## src/rtl/wb_pkg.sv

```systemverilog
// Shared types for the write-back port arbiter: default widths, buffered
// multi-cycle result entry and the arbiter FSM state encoding.
package wb_pkg;

    localparam int WB_DATA_W = 32;
    localparam int WB_ADDR_W = 5;

    typedef struct packed {
        logic [WB_ADDR_W-1:0] rd;
        logic [WB_DATA_W-1:0] data;
    } wb_entry_t;

    typedef enum logic {
        NORMAL = 1'b0,
        FORCE  = 1'b1
    } wb_arb_state_e;

endpackage

```

## src/rtl/wb_result_fifo.sv

```systemverilog
// Small synchronous FIFO holding multi-cycle results until the write port is free.
// Head is read combinationally so a pop reaches the output register in one cycle.
module wb_result_fifo
    import wb_pkg::*;
#(
    parameter type entry_t = wb_entry_t,
    parameter int  DEPTH   = 2
) (
    input  logic   clk,
    input  logic   reset,
    input  logic   push,
    input  entry_t push_data,
    input  logic   pop,
    output entry_t head,
    output logic   full,
    output logic   empty
);

    localparam int PTR_W = $clog2(DEPTH);
    localparam logic [PTR_W:0] FULL_CNT = (PTR_W+1)'(DEPTH);

    logic [PTR_W-1:0] wr_ptr_reg;
    logic [PTR_W-1:0] rd_ptr_reg;
    logic [PTR_W:0]   count_reg;
    logic [DEPTH-1:0] slot_we;
    logic             do_push;
    logic             do_pop;
    entry_t           mem [DEPTH];

    // Flags come from the registered count only, so a full buffer refuses a
    // push even while it is being popped.
    assign full    = (count_reg == FULL_CNT);
    assign empty   = (count_reg == '0);
    assign do_push = push && !full;
    assign do_pop  = pop && !empty;
    assign head    = mem[rd_ptr_reg];

    for (genvar gi = 0; gi < DEPTH; gi++) begin : g_slot
        assign slot_we[gi] = do_push && (wr_ptr_reg == PTR_W'(gi));
    end

    always_ff @(posedge clk) begin
        for (int i = 0; i < DEPTH; i++) begin
            if (slot_we[i]) begin
                mem[i] <= push_data;
            end
        end
    end

    always_ff @(posedge clk or negedge reset) begin
        if (!reset) begin
            wr_ptr_reg <= '0;
            rd_ptr_reg <= '0;
            count_reg  <= '0;
        end else begin
            if (do_push) begin
                wr_ptr_reg <= wr_ptr_reg + PTR_W'(1);
            end
            if (do_pop) begin
                rd_ptr_reg <= rd_ptr_reg + PTR_W'(1);
            end
            unique case ({do_push, do_pop})
                2'b10:   count_reg <= count_reg + (PTR_W+1)'(1);
                2'b01:   count_reg <= count_reg - (PTR_W+1)'(1);
                default: count_reg <= count_reg;
            endcase
        end
    end

endmodule

```

## src/rtl/wb_port_arbiter.sv

```systemverilog
// Shares the register-file write port between the in-order pipeline and a
// buffered multi-cycle unit, forcing a one-cycle pipeline stall on starvation.
module wb_port_arbiter
    import wb_pkg::*;
#(
    parameter int DATA_W     = WB_DATA_W,
    parameter int ADDR_W     = WB_ADDR_W,
    parameter int BUF_DEPTH  = 2,
    parameter int STARVE_MAX = 4
) (
    input  logic              clk,
    input  logic              reset,
    input  logic              wb_en,
    input  logic              mem_to_reg,
    input  logic [ADDR_W-1:0] pipe_rd,
    input  logic [DATA_W-1:0] alu_result,
    input  logic [DATA_W-1:0] MemoryData,
    input  logic              mc_valid,
    input  logic [ADDR_W-1:0] mc_rd,
    input  logic [DATA_W-1:0] mc_data,
    output logic              mc_ready,
    output logic              pipe_stall,
    output logic              rf_we,
    output logic [ADDR_W-1:0] rf_waddr,
    output logic [DATA_W-1:0] RegWriteData
);

    localparam int CNT_W = $clog2(STARVE_MAX + 1);
    localparam logic [CNT_W-1:0] STARVE_LIM = CNT_W'(STARVE_MAX);

    typedef struct packed {
        logic [ADDR_W-1:0] rd;
        logic [DATA_W-1:0] data;
    } entry_t;

    wb_arb_state_e     state_reg;
    wb_arb_state_e     state_next;
    logic [CNT_W-1:0]  starve_cnt_reg;
    logic [CNT_W-1:0]  starve_cnt_next;

    logic              buf_full;
    logic              buf_empty;
    logic              buf_push;
    entry_t            push_entry;
    entry_t            head_entry;

    logic              grant_pipe;
    logic              grant_buf;
    logic              grant_any;
    logic [DATA_W-1:0] pipe_data;
    logic [ADDR_W-1:0] win_rd;
    logic [DATA_W-1:0] win_data;

    assign mc_ready        = !buf_full;
    assign buf_push        = mc_valid && mc_ready;
    assign push_entry.rd   = mc_rd;
    assign push_entry.data = mc_data;

    wb_result_fifo #(
        .entry_t (entry_t),
        .DEPTH   (BUF_DEPTH)
    ) u_result_fifo (
        .clk       (clk),
        .reset     (reset),
        .push      (buf_push),
        .push_data (push_entry),
        .pop       (grant_buf),
        .head      (head_entry),
        .full      (buf_full),
        .empty     (buf_empty)
    );

    // Pipeline has priority in NORMAL; FORCE hands the port to the buffer head.
    always_comb begin
        grant_pipe = 1'b0;
        grant_buf  = 1'b0;
        case (state_reg)
            NORMAL: begin
                grant_pipe = wb_en;
                grant_buf  = !wb_en && !buf_empty;
            end
            FORCE: begin
                grant_buf = !buf_empty;
            end
            default: begin
                grant_pipe = 1'b0;
                grant_buf  = 1'b0;
            end
        endcase
    end

    assign grant_any = grant_pipe || grant_buf;
    assign pipe_data = mem_to_reg ? MemoryData : alu_result;
    assign win_rd    = grant_buf ? head_entry.rd : pipe_rd;
    assign win_data  = grant_buf ? head_entry.data : pipe_data;

    // Counts pipeline wins while something is waiting in the buffer.
    always_comb begin
        starve_cnt_next = starve_cnt_reg;
        if (grant_buf || buf_empty) begin
            starve_cnt_next = '0;
        end else if (grant_pipe) begin
            starve_cnt_next = starve_cnt_reg + CNT_W'(1);
        end
    end

    always_comb begin
        state_next = state_reg;
        case (state_reg)
            NORMAL:  state_next = (starve_cnt_next == STARVE_LIM) ? FORCE : NORMAL;
            FORCE:   state_next = NORMAL;
            default: state_next = NORMAL;
        endcase
    end

    // pipe_stall is registered alongside the state so it is a clean Moore output.
    always_ff @(posedge clk or negedge reset) begin
        if (!reset) begin
            state_reg      <= NORMAL;
            starve_cnt_reg <= '0;
            pipe_stall     <= 1'b0;
        end else begin
            state_reg      <= state_next;
            starve_cnt_reg <= starve_cnt_next;
            pipe_stall     <= (state_next == FORCE);
        end
    end

    // Writes to x0 still consume the grant but never assert the write enable.
    always_ff @(posedge clk or negedge reset) begin
        if (!reset) begin
            rf_we        <= 1'b0;
            rf_waddr     <= '0;
            RegWriteData <= '0;
        end else begin
            rf_we <= grant_any && (win_rd != '0);
            if (grant_any) begin
                rf_waddr     <= win_rd;
                RegWriteData <= win_data;
            end
        end
    end

endmodule

```

## config.mk

```make
export PLATFORM = sky130hd
export DESIGN_NAME = wb_port_arbiter
export DESIGN_NICKNAME = d
export VERILOG_FILES = /design/src/rtl/wb_pkg.sv /design/src/rtl/wb_result_fifo.sv /design/src/rtl/wb_port_arbiter.sv
export SDC_FILE = /design/constraint.sdc
export NUM_CORES = 1
export LEC_CHECK = 0
export CORE_MARGIN = 2
export CORE_UTILIZATION = 47
export DETAILED_ROUTE_END_ITERATION = 16
export PLACE_DENSITY = 0.8
export SYNTH_ARGS = -nofsm -noshare
export SYNTH_HDL_FRONTEND = slang
export SYNTH_SLANG_ARGS = --single-unit
export TNS_END_PERCENT = 10
```

## constraint.sdc

```tcl
create_clock -name clk -period 3 [get_ports clk]
set_input_delay 0.6 -clock clk [delete_from_list [all_inputs] [get_ports clk]]
set_output_delay 0.6 -clock clk [all_outputs]
set_load 0.05 [all_outputs]
```

# Word level (Yosys, flattened, before mapping)
# Memories as Yosys holds them, arrays and structs flattened.
# Cells that the tools add are included.
# op_classes
add_sub_neg	5
n_eq_ne	4
n_reduce_logical	16
n_mux	17
bitwise_logic	2
# ops
operator	n
two-way mux 32 bit	2
two-way mux 37 bit	1
OR reduction 37 bit	1
two-way mux 1 bit	8
logical AND 1 bit	7
two-way mux 3 bit	2
two-way mux 5 bit	1
nonzero test 5 bit	1
== test 2 bit, second input constant	2
one-hot mux 1 bit (2 select lines)	2
one-hot mux 2 bit (2 select lines)	1
adder 3 x 1 -> 3 bit, second input constant	1
== test 3 bit, second input constant	1
zero test 1 bit	3
adder 1 bit, second input constant	2
adder 2 x 1 -> 2 bit, second input constant	1
== test 2 x 1 -> 1 bit, second input constant	1
zero test 2 bit	1
logical OR 1 bit	2
inverter 1 bit	2
nonzero test 2 bit	1
subtractor 2 x 1 -> 2 bit, second input constant	1
# word_totals
in_bits	111
ram_bits	74
reg_bits	46
out_inout_bits	40
elab_cells	53
memories	1
# mem_list
name	words	width	rd	rd_clocked_by_memory_dff	wr	line_no	source
u_result_fifo.mem	2	37	1	0	1	wb_result_fifo.sv:28	entry_t mem [DEPTH];

# Longest topological paths before layout
# depth
depth_word	9
ltp_mapped	8

# By module
# A second synthesis with hierarchy kept.
# hier_totals
hier_cells	354
hier_area_um2	5263.8
# by_module_without_submodules
module	cells_per_inst	area_per_inst_um2	n_inst	seq_area_each_um2
wb_result_fifo	133	2949.1	1	2322.2
wb_port_arbiter	221	2314.7	1	1051.0

# Worst setup path after synthesis
# No wires, ideal clock.
# synth_timing
kind	reg2reg
startpoint	reg u_result_fifo.count_reg[0]
endpoint	mem u_result_fifo.mem[0][0] (netlist name) (enable)
path_slack_ns	-0.090
synth_period_minus_slack_ns	3.090
t_arrival_ns	2.659
stages_incl_launch_ff	4
n_path_buf	0
required_time_ns	2.569
setup_ns	0.431
cell_sequence	dfrtp_1 nand2b_1 nand2_1 nor2_1
# synth_lines
item	line_no	source
start: declaration	wb_result_fifo.sv:24	logic [PTR_W:0] count_reg;
start signal: assignment	wb_result_fifo.sv:63	2'b10: count_reg <= count_reg + (PTR_W+1)'(1);
start signal: assignment	wb_result_fifo.sv:64	2'b01: count_reg <= count_reg - (PTR_W+1)'(1);
start signal: assignment	wb_result_fifo.sv:65	default: count_reg <= count_reg;
== test 2 bit (*)	wb_result_fifo.sv:32	assign full = (count_reg == FULL_CNT);
zero test 1 bit (*)	wb_port_arbiter.sv:54	assign mc_ready = !buf_full;
net mc_ready	wb_port_arbiter.sv:21	output logic mc_ready,
logical AND 1 bit	wb_port_arbiter.sv:55	assign buf_push = mc_valid && mc_ready;
logical AND 1 bit (*)	wb_result_fifo.sv:34	assign do_push = push && !full;
logical AND 1 bit (*)	wb_result_fifo.sv:39	assign slot_we[gi] = do_push && (wr_ptr_reg == PTR_W'(gi));
net u_result_fifo.slot_we[0]	wb_result_fifo.sv:25	logic [DEPTH-1:0] slot_we;
two-way mux 1 bit (*)	wb_result_fifo.sv:44	if (slot_we[i]) begin
two-way mux 1 bit (not written as such) (*)	wb_result_fifo.sv:45	mem[i] <= push_data;
two-way mux 1 bit (no source line) (*)	--	
end: declaration	wb_result_fifo.sv:28	
# Mark *: on every way through the listed nets, which the timed path passes. The rest lies on a longest branch.

# Worst setup path in the final report
# layout_timing
startpoint	reg u_result_fifo.count_reg[0]
endpoint	out mc_ready
# layout_between
elab_chain_len	2
# layout_rtl
item	line_no
== test 2 bit	wb_result_fifo.sv:32
zero test 1 bit	wb_port_arbiter.sv:54
end: declaration	wb_port_arbiter.sv:21
# Every way passes these cells.

==> impl_metrics.json <==
{
  "finalHoldWorstSlack_ns": 0.07352,
  "cts-htree-levels": 4,
  "die_w_microns": 108.5,
  "half_perimeter_wire_length_after_detailed_placement_mm": 7.662,
  "drt-wirelength-per-cell_microns": 16.49,
  "fin_crit_ns": 2.524,
  "postCtsResizedCells": 0,
  "grt_pass1_vias": 3578,
  "cts_post_setup_buffers_inserted": 0,
  "top_regs": "u_result_fifo.mem: 74 flops, RegWriteData: 32 flops, rf_waddr: 5 flops",
  "yosysTopAreaCellShare": 0.4327,
  "ys_ff_latch": 120,
  "finalWirelength_mm": 10.96,
  "largest_register_ffs": 74,
  "crit_path_end_kind": "output pin",
  "power_density_mw_per_mm2": 972.9,
  "fmax_mhz": 396.2,
  "maxCapViolCount": 0,
  "crit_type": "reg -> out",
  "tns_ns": 0,
  "count_of_flip_flops_with_a_built_in_enable_after_synthesis": 74,
  "gpl.final_weighted_congestion": 0.8380,
  "outcome": "completed",
  "worst_clock_skew_ns": 0.007590,
  "fp.dieArea_sq_mm": 0.01178,
  "drt.antenna.violating_nets": 0,
  "synth.distinct_cells": 27,
  "area_delta_synth_final_pct": 42.52,
  "regMostFlops": "u_result_fifo.mem",
  "synth.yosys.seq_area_share": 0.6569,
  "grt.overflow.total": 0,
  "p_leak_nw": 2.900,
  "remaining_drc_errors": 0,
  "power.ir.vdd_worst_mv": 0.5880,
  "postSynthAreaPerCell_sq_um": 14.34,
  "path_max_fanout": 5,
  "cp_data_arrival_time_ns": 1.92,
  "initialDrtViolationCount": 135,
  "top_level_pins": 151,
  "yosys_most_used_dff": "edfxtp_1",
  "min-delay-path-class": "in -> async",
  "timing_hold_violations_final": 0,
  "cts_tree": "yes",
  "cts.reportedPaths.clkPinSlew_ns": 0.06,
  "totalPowerFinal_w": 0.007120,
  "hold_buf_cts": 0,
  "netlist_area_sq_mm": 0.005135,
  "groute.usage.overall": 0.1983,
  "post_synthesis_net_count": 471,
  "placement_rows": 38,
  "crit_required_ns": 2.40,
  "worst-slew-pin-transition_ns": 0.5755,
  "setup_viol_count_final": 0,
  "portBuffers": 150,
  "crit_path_start_kind": "flip-flop",
  "global_route_wire_length_before_repair_mm": 17.53,
  "cts_max_path_buffers": 2,
  "tritoncts.num_buffers": 17,
  "synth_async_sr_flop_share": 0.3833,
  "yosys_warnings": 0,
  "grt_setup_unrepaired": "false",
  "synth_commonest_cells": "74 x edfxtp_1, 69 x mux2i_1, 46 x dfrtp_1",
  "synth_area_leader_cell": "edfxtp_1",
  "core-area_sq_mm": 0.01075,
  "diodes": 0,
  "drt_pre_antenna_iters": 4,
  "clock_sink_count": 120,
  "die_height_microns": 108.5,
  "post-synth-top-count-cell": "edfxtp_1",
  "drive_gt1_frac": 0.1238,
  "synthCells": 358,
  "ff2ff_setup_slack_ns": 0.99,
  "antenna_found_initial": 0,
  "slew_violations": 0,
  "via_count": 3461,
  "floorplan.initialDensity": 0.4779,
  "yosys-top-cells-area": "edfxtp_1 43%, dfrtp_1 22%, mux2i_1 13%",
  "timing.final.crit_share": 0.8413,
  "clkLatencyLatePin_ns": 0.50,
  "via_per_inst": 5.205,
  "final_net_count": 625,
  "grt_max_degree": 51,
  "clk_root_buffer_cell": "clkbuf_8",
  "max_slew_margin": 0.6163
}
## logic make-up (layout without fill, tap and decap cells)
logic type	after synthesis	count (layout)	synth area share
flip-flops	120	120	0.6569
AO/OA/AOI/OAI	75	75	0.1089
multiplexers	69	69	0.1345
XOR/XNOR	6	6	0.01023
adder cells (fa/ha/maj)	2	2	0.004873
AND/OR/NAND/NOR	61	61	0.05020
buffers and inverters	25	192	0.03436
## cell usage in the layout (no fill, tap or decap)
cell type        instances
a21boi_1                 2
a21oi_1                  3
a41oi_1                  1
and3_1                   2
and3_2                   1
buf_12                   1
buf_2                    2
buf_4                    8
bufinv_16                3
clkbuf_1                 2
clkbuf_16               16
clkbuf_8                 3
clkdlybuf4s50_1        148
clkinv_2                 2
clkinv_4                 2
clkinvlp_4               4
dfrtp_1                 45
dfrtp_2                  1
edfxtp_1                74
ha_1                     2
inv_1                    1
mux2i_1                 69
nand2_1                 39
nand2b_1                 1
nand2b_2                 1
nor2_1                   6
nor2_4                   1
nor2b_1                  1
nor3_1                   7
nor4_1                   1
o211ai_1                13
o211ai_2                19
o21ai_0                  8
o21ai_1                 29
or2_2                    1
xnor2_1                  5
xor2_1                   1
## worst max-delay path, cell delays in order (launching register included)
cell	delay [ns]
dfrtp_1	0.44
nand2b_1	0.17
clkdlybuf4s50_1	0.81
## final timing paths
path,startpoint,cells past startpoint,end
setup / recovery,u_result_fifo.count_reg[0]$_DFFE_PN0P_,2,mc_ready
hold / removal,reset,1,rf_waddr[0]$_DFFE_PN0P_
setup reg to reg,u_result_fifo.count_reg[0]$_DFFE_PN0P_,5,RegWriteData[18]$_DFFE_PN0P_
hold reg to reg,starve_cnt_reg[0]$_DFF_PN0_,1,starve_cnt_reg[0]$_DFF_PN0_
max in group asynchronous,reset,2,RegWriteData[9]$_DFFE_PN0P_
min in group clk,starve_cnt_reg[0]$_DFF_PN0_,1,starve_cnt_reg[0]$_DFF_PN0_
## where the power goes
part           switching (W)  internal [W]  leakage, nW  total [W]
clock               0.000684       0.00131        0.280    0.00199
sequential          0.000230       0.00227         1.24    0.00250
combinational        0.00165      0.000979         1.38    0.00263
## area by class of cell
class | count | area (sq um)
Inverter | 1 | 3.754
Clock buffer | 21 | 449.2
Clock inverter | 11 | 147.6
Sequential cell | 120 | 3374
Fill cell | 789 | 3427
Multi-Input combinational cell | 213 | 1597
Tap cell | 140 | 175.2
Timing Repair Buffer | 159 | 1572
## per-layer routing
layer  part of all wire  wire (microns)  global-route usage
met4              0.016             178             0.07784
met5                  0               0                   0
met3              0.069             755             0.06088
met2               0.50            5503              0.3299
met1               0.41            4525              0.2419
## per-stage QoR
| stage | setup slack [ns] | instances | utilization | area [sq um] |
|---|---|---|---|---|
| after floorplan | 0.5160 | 358 | - | 5137 |
| after global placement | 0.7737 | 633 | 0.6255 | 6721 |
| after detailed placement | 0.7381 | 633 | 0.6255 | 6721 |
| after CTS | 0.4372 | 665 | 0.6811 | 7318 |
| after global routing | 0.3822 | 665 | 0.6811 | 7318 |
| final | 0.4762 | 665 | 0.6811 | 7318 |
(Power assumes the default switching activity.)
